$ cat src/rtl/fp_mul_arb_pkg.sv
// fp_mul_arb_pkg: shared types, flag constants and width helper for the multiplier arbiter
package fp_mul_arb_pkg;
  typedef enum logic [1:0] {IDLE, ISSUE, WAIT, RESP} state_t;
  localparam logic [4:0] FLAG_INVALID = 5'b10000;
  localparam logic [4:0] FLAG_INEXACT = 5'b00001;
  localparam logic [4:0] TIMEOUT_FLAGS = FLAG_INEXACT;
  function automatic int clog2(input int n);
    int r;
    r = 0;
    for (int v = n - 1; v > 0; v = v >> 1) r++;
    return r < 1 ? 1 : r;
  endfunction
endpackage

$ cat src/rtl/fp_mul_arbiter_rr_picker.sv
// rr_picker: combinational round-robin picker, first request above ptr with wrap-around
module rr_picker
  import fp_mul_arb_pkg::*;
#(
  parameter int NREQ = 4,
  parameter int IW = clog2(NREQ)
) (
  input  logic [NREQ-1:0] req,
  input  logic [IW-1:0]   ptr,
  output logic [NREQ-1:0] grant,
  output logic [IW-1:0]   idx,
  output logic            any
);
  always_comb begin
    idx = '0;
    any = |req;
    // walk from furthest to nearest so the nearest request after ptr wins
    for (int k = NREQ; k >= 1; k--)
      if (req[(int'(ptr) + k) % NREQ]) idx = IW'((int'(ptr) + k) % NREQ);
    grant = any ? NREQ'(1) << idx : '0;
  end
endmodule

$ cat src/rtl/fp_mul_arbiter.sv
// fp_mul_arbiter: round-robin sequencer sharing one fixed-latency FP multiplier between NREQ lanes
module fp_mul_arbiter
  import fp_mul_arb_pkg::*;
#(
  parameter int NREQ = 4,
  parameter int EXPW = 8,
  parameter int SIGW = 24,
  parameter int TIMEOUT = 16
) (
  input  logic                   clk,
  input  logic                   reset,
  input  logic [NREQ-1:0]        req_valid,
  output logic [NREQ-1:0]        req_ready,
  input  logic [NREQ*(EXPW+SIGW)-1:0] req_a,
  input  logic [NREQ*(EXPW+SIGW)-1:0] req_b,
  input  logic [NREQ*3-1:0]      req_rm,
  output logic [NREQ-1:0]        resp_valid,
  input  logic [NREQ-1:0]        resp_ready,
  output logic [EXPW+SIGW-1:0]   resp_out,
  output logic [4:0]             resp_flags,
  output logic                   mul_val,
  output logic [EXPW+SIGW-1:0]   mul_a,
  output logic [EXPW+SIGW-1:0]   mul_b,
  output logic [2:0]             mul_rm,
  input  logic [EXPW+SIGW-1:0]   mul_out,
  input  logic [4:0]             mul_flags,
  input  logic                   mul_done,
  output logic                   timeout_err
);
  localparam int W = EXPW + SIGW;
  localparam int IW = clog2(NREQ);
  localparam int CW = clog2(TIMEOUT);
  state_t state, state_nx;
  logic [IW-1:0] ptr, gnt, pick_idx;
  logic [NREQ-1:0] pick;
  logic pick_any, timed_out;
  logic [W-1:0] op_a, op_b, res;
  logic [2:0] op_rm;
  logic [4:0] res_flags;
  logic [CW-1:0] cnt;
  rr_picker #(.NREQ(NREQ), .IW(IW)) u_picker (
    .req(req_valid), .ptr(ptr), .grant(pick), .idx(pick_idx), .any(pick_any)
  );
  assign timed_out = cnt == CW'(TIMEOUT - 1);
  always_ff @(posedge clk) state <= reset ? IDLE : state_nx;
  always_comb begin
    state_nx = state == IDLE  ? (pick_any ? ISSUE : IDLE) :
               state == ISSUE ? WAIT :
               state == WAIT  ? ((mul_done || timed_out) ? RESP : WAIT) :
                                (resp_ready[gnt] ? IDLE : RESP);
    req_ready = state == IDLE ? pick : '0;
    resp_valid = state == RESP ? NREQ'(1) << gnt : '0;
    mul_val = state == ISSUE;
    mul_a = op_a;
    mul_b = op_b;
    mul_rm = op_rm;
    resp_out = res;
    resp_flags = res_flags;
  end
  always_ff @(posedge clk) begin
    if (reset) begin
      ptr <= IW'(NREQ - 1);
      gnt <= '0;
      op_a <= '0;
      op_b <= '0;
      op_rm <= '0;
      res <= '0;
      res_flags <= '0;
      cnt <= '0;
      timeout_err <= 1'b0;
    end else begin
      if (state == IDLE && pick_any) begin
        gnt <= pick_idx;
        op_a <= req_a[int'(pick_idx)*W +: W];
        op_b <= req_b[int'(pick_idx)*W +: W];
        op_rm <= req_rm[int'(pick_idx)*3 +: 3];
      end
      if (state == ISSUE) cnt <= '0;
      // a done in the final timeout cycle wins over the abort
      if (state == WAIT) begin
        cnt <= cnt + CW'(1);
        if (mul_done) begin
          res <= mul_out;
          res_flags <= mul_flags;
        end else if (timed_out) begin
          res <= '0;
          res_flags <= TIMEOUT_FLAGS;
          timeout_err <= 1'b1;
        end
      end
      if (state == RESP && resp_ready[gnt]) ptr <= gnt;
    end
  end
endmodule

$ cat config.mk
export PLATFORM = sky130hd
export DESIGN_NAME = fp_mul_arbiter
export DESIGN_NICKNAME = d
export VERILOG_FILES = /design/src/rtl/fp_mul_arb_pkg.sv /design/src/rtl/fp_mul_arbiter_rr_picker.sv /design/src/rtl/fp_mul_arbiter.sv
export SDC_FILE = /design/constraint.sdc
export NUM_CORES = 1
export LEC_CHECK = 0
export ABC_AREA = 1
export BUFFER_PORTS_ARGS = -buffer_cell sky130_fd_sc_hd__buf_2
export CORE_AREA = 2 2 165 167
export DETAILED_ROUTE_END_ITERATION = 10
export DIE_AREA = 0 0 167 169
export GPL_TIMING_DRIVEN = 0
export PLACE_DENSITY = 0.65
export SETUP_SLACK_MARGIN = 0.3
export SYNTH_ARGS = -nofsm -noshare
export SYNTH_HDL_FRONTEND = slang
export SYNTH_SLANG_ARGS = --single-unit
$ cat constraint.sdc
create_clock -name clk -period 2.1 [get_ports clk]
set_input_delay 0.21 -clock clk [delete_from_list [all_inputs] [get_ports clk]]
set_output_delay 0.21 -clock clk [all_outputs]
set_load 0.1 [all_outputs]
==> results by group, run 1 <==
Outcome
  – Status: finished, violations left
  – Violated checks: setup timing

Route
  – Routed len/inst: 15.7 um
  – Via Count: 9,984
  – 1st-iter DRT viols: 740
  – DR DRC count: 0
  – DRT Wirelength: 33.5 mm
  – DR vias/cell: 4.69
  – Final ANT Viol Nets: 0
  – Pre-antenna DRT Iters: 5

Setup path
  – R2R setup slack: -0.22 ns
  – Critical path type: reg -> out
  – Crit Reg-Reg Endpoint: mul_a[4]
  – Worst Setup Start Kind: flip-flop
  – Max stage delay on crit path: 0.38 ns
  – Max FO, Critical Path: 5
  – Cell breakdown of the critical path: inv_2 > nand2_1 > nand2_4 > nand2_4 > nand2_2 > nand2_2 > nand2_2 > nand2_4 > nand2_8 > inv_6 > buf_12 > buf_12 > nor2_4 > buf_12
  – Arrival @ worst endpoint: 2.17 ns
  – Worst reg2reg path depth: 18
  – CP Capture Type: primary output
  – CP Data Required Time: 1.89 ns
  – Launching point of the worst reg2reg path: ptr[1]
  – Slowest-stage cell, CP: dfxtp_4

Clocking
  – CTS H-tree depth: 4
  – CTS Buffer Depth: 2
  – CTS tree: built
  – Worst-path clk slew: 0.07 ns
  – CTS Hold Bufs: 0
  – Clock sink count: 115
  – CTS root buf: clkbuf_16
  – Clock latency on the worst-skew pair: 0.41 ns
  – Cts bufs inserted: 17

STA
  – Final Slew Violations: 0
  – Final hold slack: 0.0658 ns
  – Post-layout min period: 2.38 ns
  – Worst Slack Setup Final: -0.285 ns
  – Max Fclk: 419 MHz
  – Final clock skew: 0.0137 ns
  – Tightest Pin Transition: 0.797 ns
  – RSZ-0062 raised after global routing: yes
  – Endpoints failing setup: 69
  – Relative slew margins: 46.9%
  – Tcrit/Tclk final: 114%
  – Final hold vios: 0

Floorplan
  – Row count: 60
  – Ports: 430
  – Die footprint: 28,200 um2
  – Die Height: 169 um
  – Die Wd: 167 um
  – Initial Util: 27.7%
  – Core ar.: 26,500 um2

Cells and area
  – Layout Cells excl Fill: 2,128
  – Commonest non-fill, non-tap cell in the layout: buf_2
  – Layout cell share with drive strength beyond 1: 37.2%
  – Nets@finish: 2,092
  – Finished Core Util: 45.8%
  – Area grow syn2layout: 65.3%
  – Most frequent cells in the layout: 433 x buf_2, 284 x nand2_1, 215 x nand3_1, 203 x nor2_1, 202 x inv_1

Placement
  – Place WS: -0.658 ns
  – Dpl hpwl: 25.0 mm
  – Port bufs: 428
  – GPL Wtd Cong: 0.920
  – Placed cell count: 2,046

Hold path
  – Hold path cells: 3
  – Worst hold endpoint: resp_out[8]
  – HP Start: mul_out[8]
  – Worst min path class: in -> reg

Logic synthesis
  – Synthesized netlist cell count: 1,277
  – Synthesis-stage register bit count: 115
  – Synth top area cells: dfxtp_1 31%, nand2_1 16%, nand3_1 16%
  – Seq/Total Area, Yosys: 31.4%
  – Distinct cells, synth: 28
  – Syn_area_per_cell: 5.74 um2
  – Synthesized area: 7340 um2
  – Post-synth top area share: 31.4%
  – Cell taking the most area after synthesis: dfxtp_1
  – Syn nets: 1,598
  – Yosys warnings: 0

Global routing
  – Vias in the first global route: 9,542
  – Largest net degree at the start of global routing: 17
  – Initial antenna violation count: 4
  – Congestion Overflow GR: 0
  – Total Routing Usage GR: 22.6%
  – Global-route wire length before repair: 50.4 mm

Power
  – Leak: 6.79 nW
  – PnR Total Power: 16.7 mW
  – Power Density: 1380 nW/um2
  – VDD IR max: 662 uV

Flow run
  – Max Cap Viol: 0
worst max-delay path by stage:
stage	endpoint	startpoint	cells after the start	slack (ns)
2_1_floorplan	req_ready[3]	ptr[0]	13	-0.09
3_3_place_gp	req_ready[0]	state[0]	9	-0.64
3_5_place_dp	req_ready[0]	state[0]	9	-0.66
4_1_cts	req_ready[1]	ptr[0]	13	-0.25
5_1_grt	req_ready[1]	ptr[1]	14	-0.39
6_report	req_ready[1]	ptr[1]	14	-0.28
sequential cells by signal, summed over array words and instances, names as in the netlist:
| register | cells |
|---|---|
| cnt | 4 |
| gnt | 2 |
| mul_a | 32 |
| mul_b | 32 |
| mul_rm | 3 |
| ptr | 2 |
| resp_flags | 5 |
| resp_out | 32 |
| state | 2 |
| timeout_err | 1 |
per-stage QoR:
step	area [um2]	TNS [ns]
after floorplan	7450	-0.137
after global placement	10000	-15.97
after detailed placement	10000	-18.16
after CTS	11800	-4.59
after global routing	12100	-17.93
final	12100	-8.88
cells in the mapped netlist:
library cell	number
nand2_1	308
nand4_1	1
buf_6	1
buf_4	10
nand3_2	1
dfxtp_1	115
a21oi_1	41
nand2_2	2
o221ai_1	1
a31oi_1	1
nor2_1	220
nand3_1	230
o21ai_0	3
inv_1	206
inv_2	4
o21ai_1	1
nor3_1	7
nor2_2	1
nor3b_1	39
clkbuf_1	37
ha_1	5
a211oi_1	2
o211ai_1	3
and3_1	2
buf_2	21
nand2_4	1
buf_1	13
nor4_1	1
critical path, delay by kind of cell (launching register included):
family	cells	cell delay, ns
and+or+nand+nor	9	0.81
DFF	1	0.38
buffers and inverters	5	0.57
cells by family (layout without fill, tap and decap cells):
kind of cell             Yosys count  in the layout  synth area share [%]
AND/OR/NAND/NOR                  813            813                  48.1
buffers and inverters            292            798                  15.9
AO/OA/AOI/OAI                     52             52                  3.79
other                              0              4                     0
adder cells (fa/ha/maj)            5              5                 0.853
flip-flops                       115            115                  31.4
final cells by class:
class | count | area (um2)
Fill cell | 2786 | 14400
Multi-Input combinational cell | 870 | 4390
Timing Repair Buffer | 475 | 2910
Sequential cell | 115 | 2310
Inverter | 210 | 808
Buffer | 82 | 679
Clock buffer | 18 | 439
Tap cell | 341 | 427
Clock inverter | 13 | 150
Antenna cell | 4 | 10.0
routing by layer:
metal	up-vias	global-route usage, %	share of wire [%]
li1	4913	-	-
met1	4540	28.3	41
met2	457	38.1	48
met3	74	4.98	7.7
met4	0	8.32	3.4
met5	-	0	0
report_power, final:
group | switching [mW] | internal (mW)
combinational | 7.55 | 3.11
clock | 1.15 | 1.79
sequential | 0.353 | 2.76
total | 9.05 | 7.66
timing repair:
item / 4_1_cts / 5_1_grt
setup endpoints to repair: 101 / 102
gates resized for setup: 180 / 69
gates cloned: 11 / 0
pin swaps: 31 / 36
buffers inserted: 28 / 8
No activity file was read; power rests on OpenSTA's default activity.
==> run 2: changes to the inputs <==
SKIP_LAST_GASP = 1   (was not set)
==> results by group, run 2 (synthesis gave the netlist of run 1 again) <==
Outcome
  – Status: finished, violations left
  – Violated checks: setup timing

Route
  – DR DRC count: 0
  – Routed len/inst: 15.7 um
  – DRT Wirelength: 33.3 mm
  – Pre-antenna DRT Iters: 7
  – Final ANT Viol Nets: 0
  – Via Count: 9,942
  – 1st-iter DRT viols: 701
  – DR vias/cell: 4.68

Power
  – Power Density: 1380 nW/um2
  – Leak: 6.76 nW
  – PnR Total Power: 16.6 mW
  – VDD IR max: 662 uV

STA
  – RSZ-0062 raised after global routing: yes
  – Final clock skew: 0.0137 ns
  – Tcrit/Tclk final: 113%
  – Relative slew margins: 42.5%
  – Final Slew Violations: 0
  – Final hold vios: 0
  – Tightest Pin Transition: 0.862 ns
  – Max Fclk: 423 MHz
  – Final hold slack: 0.0625 ns
  – Worst Slack Setup Final: -0.263 ns
  – Post-layout min period: 2.36 ns
  – Endpoints failing setup: 66
  – Total negative slack: -6.93 ns

Clocking
  – CTS tree: built
  – Clock sink count: 115
  – Clock latency on the worst-skew pair: 0.42 ns
  – Worst-path clk slew: 0.07 ns
  – Cts bufs inserted: 17
  – CTS Buffer Depth: 2
  – CTS root buf: clkbuf_16
  – CTS H-tree depth: 4

Global routing
  – Total Routing Usage GR: 22.6%
  – Vias in the first global route: 9,529
  – Global-route wire length before repair: 50.4 mm
  – Initial antenna violation count: 4
  – Congestion Overflow GR: 0
  – Largest net degree at the start of global routing: 17

Floorplan
  – Row count: 60
  – Die Wd: 167 um
  – Initial Util: 27.7%
  – Die footprint: 28,200 um2
  – Core ar.: 26,500 um2
  – Die Height: 169 um
  – Ports: 430

Placement
  – GPL Wtd Cong: 0.920
  – Placed cell count: 2,046
  – Dpl hpwl: 25.0 mm
  – Port bufs: 428

Cells and area
  – Most frequent cells in the layout: 433 x buf_2, 282 x nand2_1, 219 x nand3_1, 208 x nor2_1, 203 x inv_1
  – Layout cell share with drive strength beyond 1: 36.9%
  – Nets@finish: 2,091
  – Finished Core Util: 45.5%
  – Layout Cells excl Fill: 2,126
  – Commonest non-fill, non-tap cell in the layout: buf_2
  – Area grow syn2layout: 64.3%
  – Fill cell count: 2,804

Setup path
  – R2R setup slack: -0.19 ns
  – Launching point of the worst reg2reg path: ptr[0]
  – Worst Setup Start Kind: flip-flop
  – Crit. Startpoint: ptr[0]
  – Arrival @ worst endpoint: 2.15 ns
  – CP Data Required Time: 1.89 ns
  – Max FO, Critical Path: 7
  – Worst reg2reg path depth: 19
  – Critical path type: reg -> out
  – Crit Reg-Reg Endpoint: mul_a[4]
  – CP Capture Type: primary output

Hold path
  – HP Start: mul_out[8]
  – Worst hold endpoint: resp_out[8]
  – Hold path cells: 3
  – Worst min path class: in -> reg

Flow run
  – Max Cap Viol: 0
run 2: cell types whose count changed in the layout (fill, tap and decap cells not counted), moves of 2 or more:
| cell | delta |
|---|---|
| nor2_1 | +5 |
| nand3_1 | +4 |
| nor3b_1 | -4 |
| nor3b_2 | +4 |
| buf_4 | +3 |
| buf_6 | -3 |
| nand2_2 | +3 |
| nand3_2 | -3 |
| nor2_4 | -3 |
| nand2_1 | -2 |
| nor2_2 | -2 |
run 2: per-stage QoR:
step,setup WS [ns],cell area (um2)
after floorplan,-0.0934,7450
after global placement,-0.639,10000
after detailed placement,-0.658,10000
after CTS,-0.249,11800
after global routing,-0.370,12000
final,-0.263,12100
run 2: final cells by class:
type                    instances  area [um2]  area share, %
multi-input cells             870        4350           36.1
repair buffers                474        2890           23.9
flip-flops and latches        115        2310           19.2
inverters                     210         803           6.66
plain buffers                  82         676           5.61
clock buffers                  18         439           3.64
well taps                     341         427           3.54
clock inverters                13         150           1.25
diodes                          3        7.51         0.0623
run 2: critical path: stages (launching register included):
cell and delay [ns]:
dfxtp_2 0.34, buf_6 0.14, inv_8 0.06, nand2_4 0.07, nand2_4 0.06, nand2_4 0.06, nand2_2 0.06, nand3_2 0.06
nand3_2 0.09, nand2_4 0.17, nand2_4 0.07, buf_8 0.13, buf_12 0.12, nor2_4 0.12, buf_12 0.18
run 2: worst max-delay path by stage:
stage          cells after the start  slack [ns]      endpoint
2_1_floorplan                     13       -0.09  req_ready[3]
3_3_place_gp                       9       -0.64  req_ready[0]
3_5_place_dp                       9       -0.66  req_ready[0]
4_1_cts                           13       -0.25  req_ready[1]
5_1_grt                           14       -0.37  req_ready[1]
6_report                          14       -0.26  req_ready[1]
run 2: where the power goes:
part           total [mW]  internal, mW  switching, mW
Sequential           3.12          2.76          0.351
Clock                2.93          1.79           1.14
Combinational        10.6          3.09           7.51
Total                16.6          7.64           9.00
run 2: per-layer routing:
metal  up-vias  GRT usage, %  part of all wire [%]
met4         0          8.32                   2.9
met5         -             0                     0
met3        62          5.00                   7.4
met1      4528          28.3                    41
met2       444          38.1                    48
li1       4908             -                     -
run 2: repair_timing:
action | in CTS | in global routing
gates cloned | 11 | 0
endpoints found under the hold margin | 0 | 0
hold buffers | 0 | 0
pin swaps | 30 | 13
setup endpoints to repair | 101 | 102
buffers inserted | 28 | 7
gates resized for setup | 174 | 62
==> run 3: changes to the inputs <==
SLEW_MARGIN = 25   (was not set)
clock period = 2.95 ns   (was 2.1 ns; I/O delays follow)
==> results by group, run 3 (synthesis gave the netlist of run 1 again) <==
Outcome
  – Status: completed

Cells and area
  – Most frequent cells in the layout: 443 x buf_2, 304 x nand2_1, 229 x nand3_1, 216 x nor2_1, 206 x inv_1
  – Fill cell count: 2,903
  – Area grow syn2layout: 47.7%
  – Layout cell share with drive strength beyond 1: 30.4%
  – Cell area after layout: 10,800 um2
  – Area occupied by multi-input gates: 3970 um2
  – Nets@finish: 2,057
  – Commonest non-fill, non-tap cell in the layout: buf_2
  – Register Area: 2300 um2

Clocking
  – CTS H-tree depth: 4
  – Clock latency on the worst-skew pair: 0.41 ns
  – Cts bufs inserted: 17
  – Worst-path clk slew: 0.07 ns
  – CTS tree: built
  – CTS Hold Bufs: 0
  – Clock sink count: 115
  – CTS Buffer Depth: 2
  – CTS root buf: clkbuf_16

Floorplan
  – Die Wd: 167 um
  – Ports: 430
  – Initial Util: 27.7%
  – Die footprint: 28,200 um2
  – Core ar.: 26,500 um2
  – Row count: 60
  – Die Height: 169 um

Route
  – DR vias/cell: 4.60
  – Routed len/inst: 15.3 um
  – 1st-iter DRT viols: 491
  – DR DRC count: 0
  – Final ANT Viol Nets: 0
  – Pre-antenna DRT Iters: 5
  – DRT Wirelength: 32.0 mm
  – Via Count: 9,630

Global routing
  – Largest net degree at the start of global routing: 17
  – Global-route wire length before repair: 48.3 mm
  – Total Routing Usage GR: 21.6%
  – Initial antenna violation count: 2
  – Vias in the first global route: 9,046
  – Congestion Overflow GR: 0

STA
  – RSZ-0062 raised after global routing: yes
  – Final hold vios: 0
  – Tightest Pin Transition: 0.592 ns
  – Final clock skew: 0.00955 ns
  – Relative slew margins: 60.2%
  – Post-layout min period: 2.53 ns
  – Max Fclk: 395 MHz
  – Endpoints failing setup: 0
  – Tcrit/Tclk final: 85.8%
  – Final Slew Violations: 0

Power
  – Clk pwr share: 20.1%
  – Sw frac: 56.9%
  – Sequential power share: 20.1%
  – PnR Total Power: 11.0 mW
  – Pint: 4.74 mW
  – VDD IR max: 490 uV
  – Psw: 6.26 mW
  – Power Density: 1020 nW/um2
  – Leak: 6.20 nW
  – Combinational share of power: 59.7%

Hold path
  – Worst min path class: in -> reg

Placement
  – GPL Wtd Cong: 0.943
  – Port bufs: 428
  – Dpl cell area: 9930 um2
  – Dpl hpwl: 24.9 mm

Flow run
  – Max Cap Viol: 0

Setup path
  – CP Data Required Time: 2.65 ns
  – Critical path type: reg -> out
  – CP Capture Type: primary output
  – Arrival @ worst endpoint: 2.24 ns
  – R2R setup slack: 0.51 ns
  – Max FO, Critical Path: 7
  – Worst Setup Start Kind: flip-flop
==> run 3: cell count changes in the layout (fill, tap and decap cells not counted), sizes merged <==
cell and delta:
buf -26, bufbuf -8, inv +6, clkinv -2
clkinvlp -2, clkbuf -1, diode -1
==> run 3: what timing repair did <==
action / 4_1_cts / 5_1_grt
endpoints found under the setup margin: 24 / 4
setup buffers: 4 / 6
hold endpoints to repair: 0 / 0
cloned: 0 / 2
gates resized for setup: 38 / 14
pin swaps: 5 / 5
==> run 3: path summary, 6_finish.rpt <==
check / from / to / cells after the start
worst max-delay path: ptr[0] / req_ready[3] / 14
worst max register to register: ptr[0] / mul_b[13] / 15
worst min-delay path: mul_flags[1] / resp_flags[1] / 3
worst min register to register: resp_out[24] / resp_out[24] / 2
==> run 3: per-layer routing <==
metal | GRT usage [%] | routed length, um | vias up
met5 | 0 | 0 | -
met4 | 8.62 | 980 | 0
met3 | 4.19 | 1900 | 60
met2 | 36.1 | 15400 | 369
met1 | 27.3 | 13700 | 4364
li1 | - | - | 4837
==> run 3: cell type report <==
cell class | instances | area share (%)
clock buffers | 17 | 3.93
repair buffers | 440 | 21.2
multi-input cells | 870 | 36.6
clock inverters | 15 | 1.70
plain buffers | 82 | 3.92
inverters | 210 | 7.37
well taps | 341 | 3.94
flip-flops and latches | 115 | 21.3
diodes | 2 | 0.0462
==> run 3: through the flow <==
step,setup slack [ns],TNS [ns],hold WS (ns),cells,utilization (%)
2_1_floorplan,-0.0571,-0.114,0.459,1277,-
3_3_place_gp,-0.344,-0.673,0.446,2046,37.5
3_5_place_dp,-0.376,-0.745,0.453,2046,37.5
4_1_cts,0.291,0,0.133,2082,40.4
5_1_grt,0.262,0,0.143,2092,40.9
6_report,0.419,0,0.155,2092,40.9
==> run 3: power by group through the flow <==
stage	Sequential (mW)	Clock, mW	Combinational (mW)
CTS	2.22	2.27	6.50
global route	2.26	2.33	7.03
floorplan	4.86	0	2.26
finish	2.21	2.21	6.57
detailed placement	2.25	0	6.34
global placement	2.23	0	6.31
==> run 3: critical path: stages (launching register included) <==
cell	delay (ns)
dfxtp_2	0.32
buf_6	0.13
inv_4	0.09
nand2_1	0.06
nand2_1	0.11
nand2_2	0.08
nand2_1	0.08
nand2_2	0.07
nand2_1	0.10
nand2_4	0.09
nand2_8	0.11
inv_8	0.05
buf_12	0.14
nor3_2	0.12
buf_6	0.25
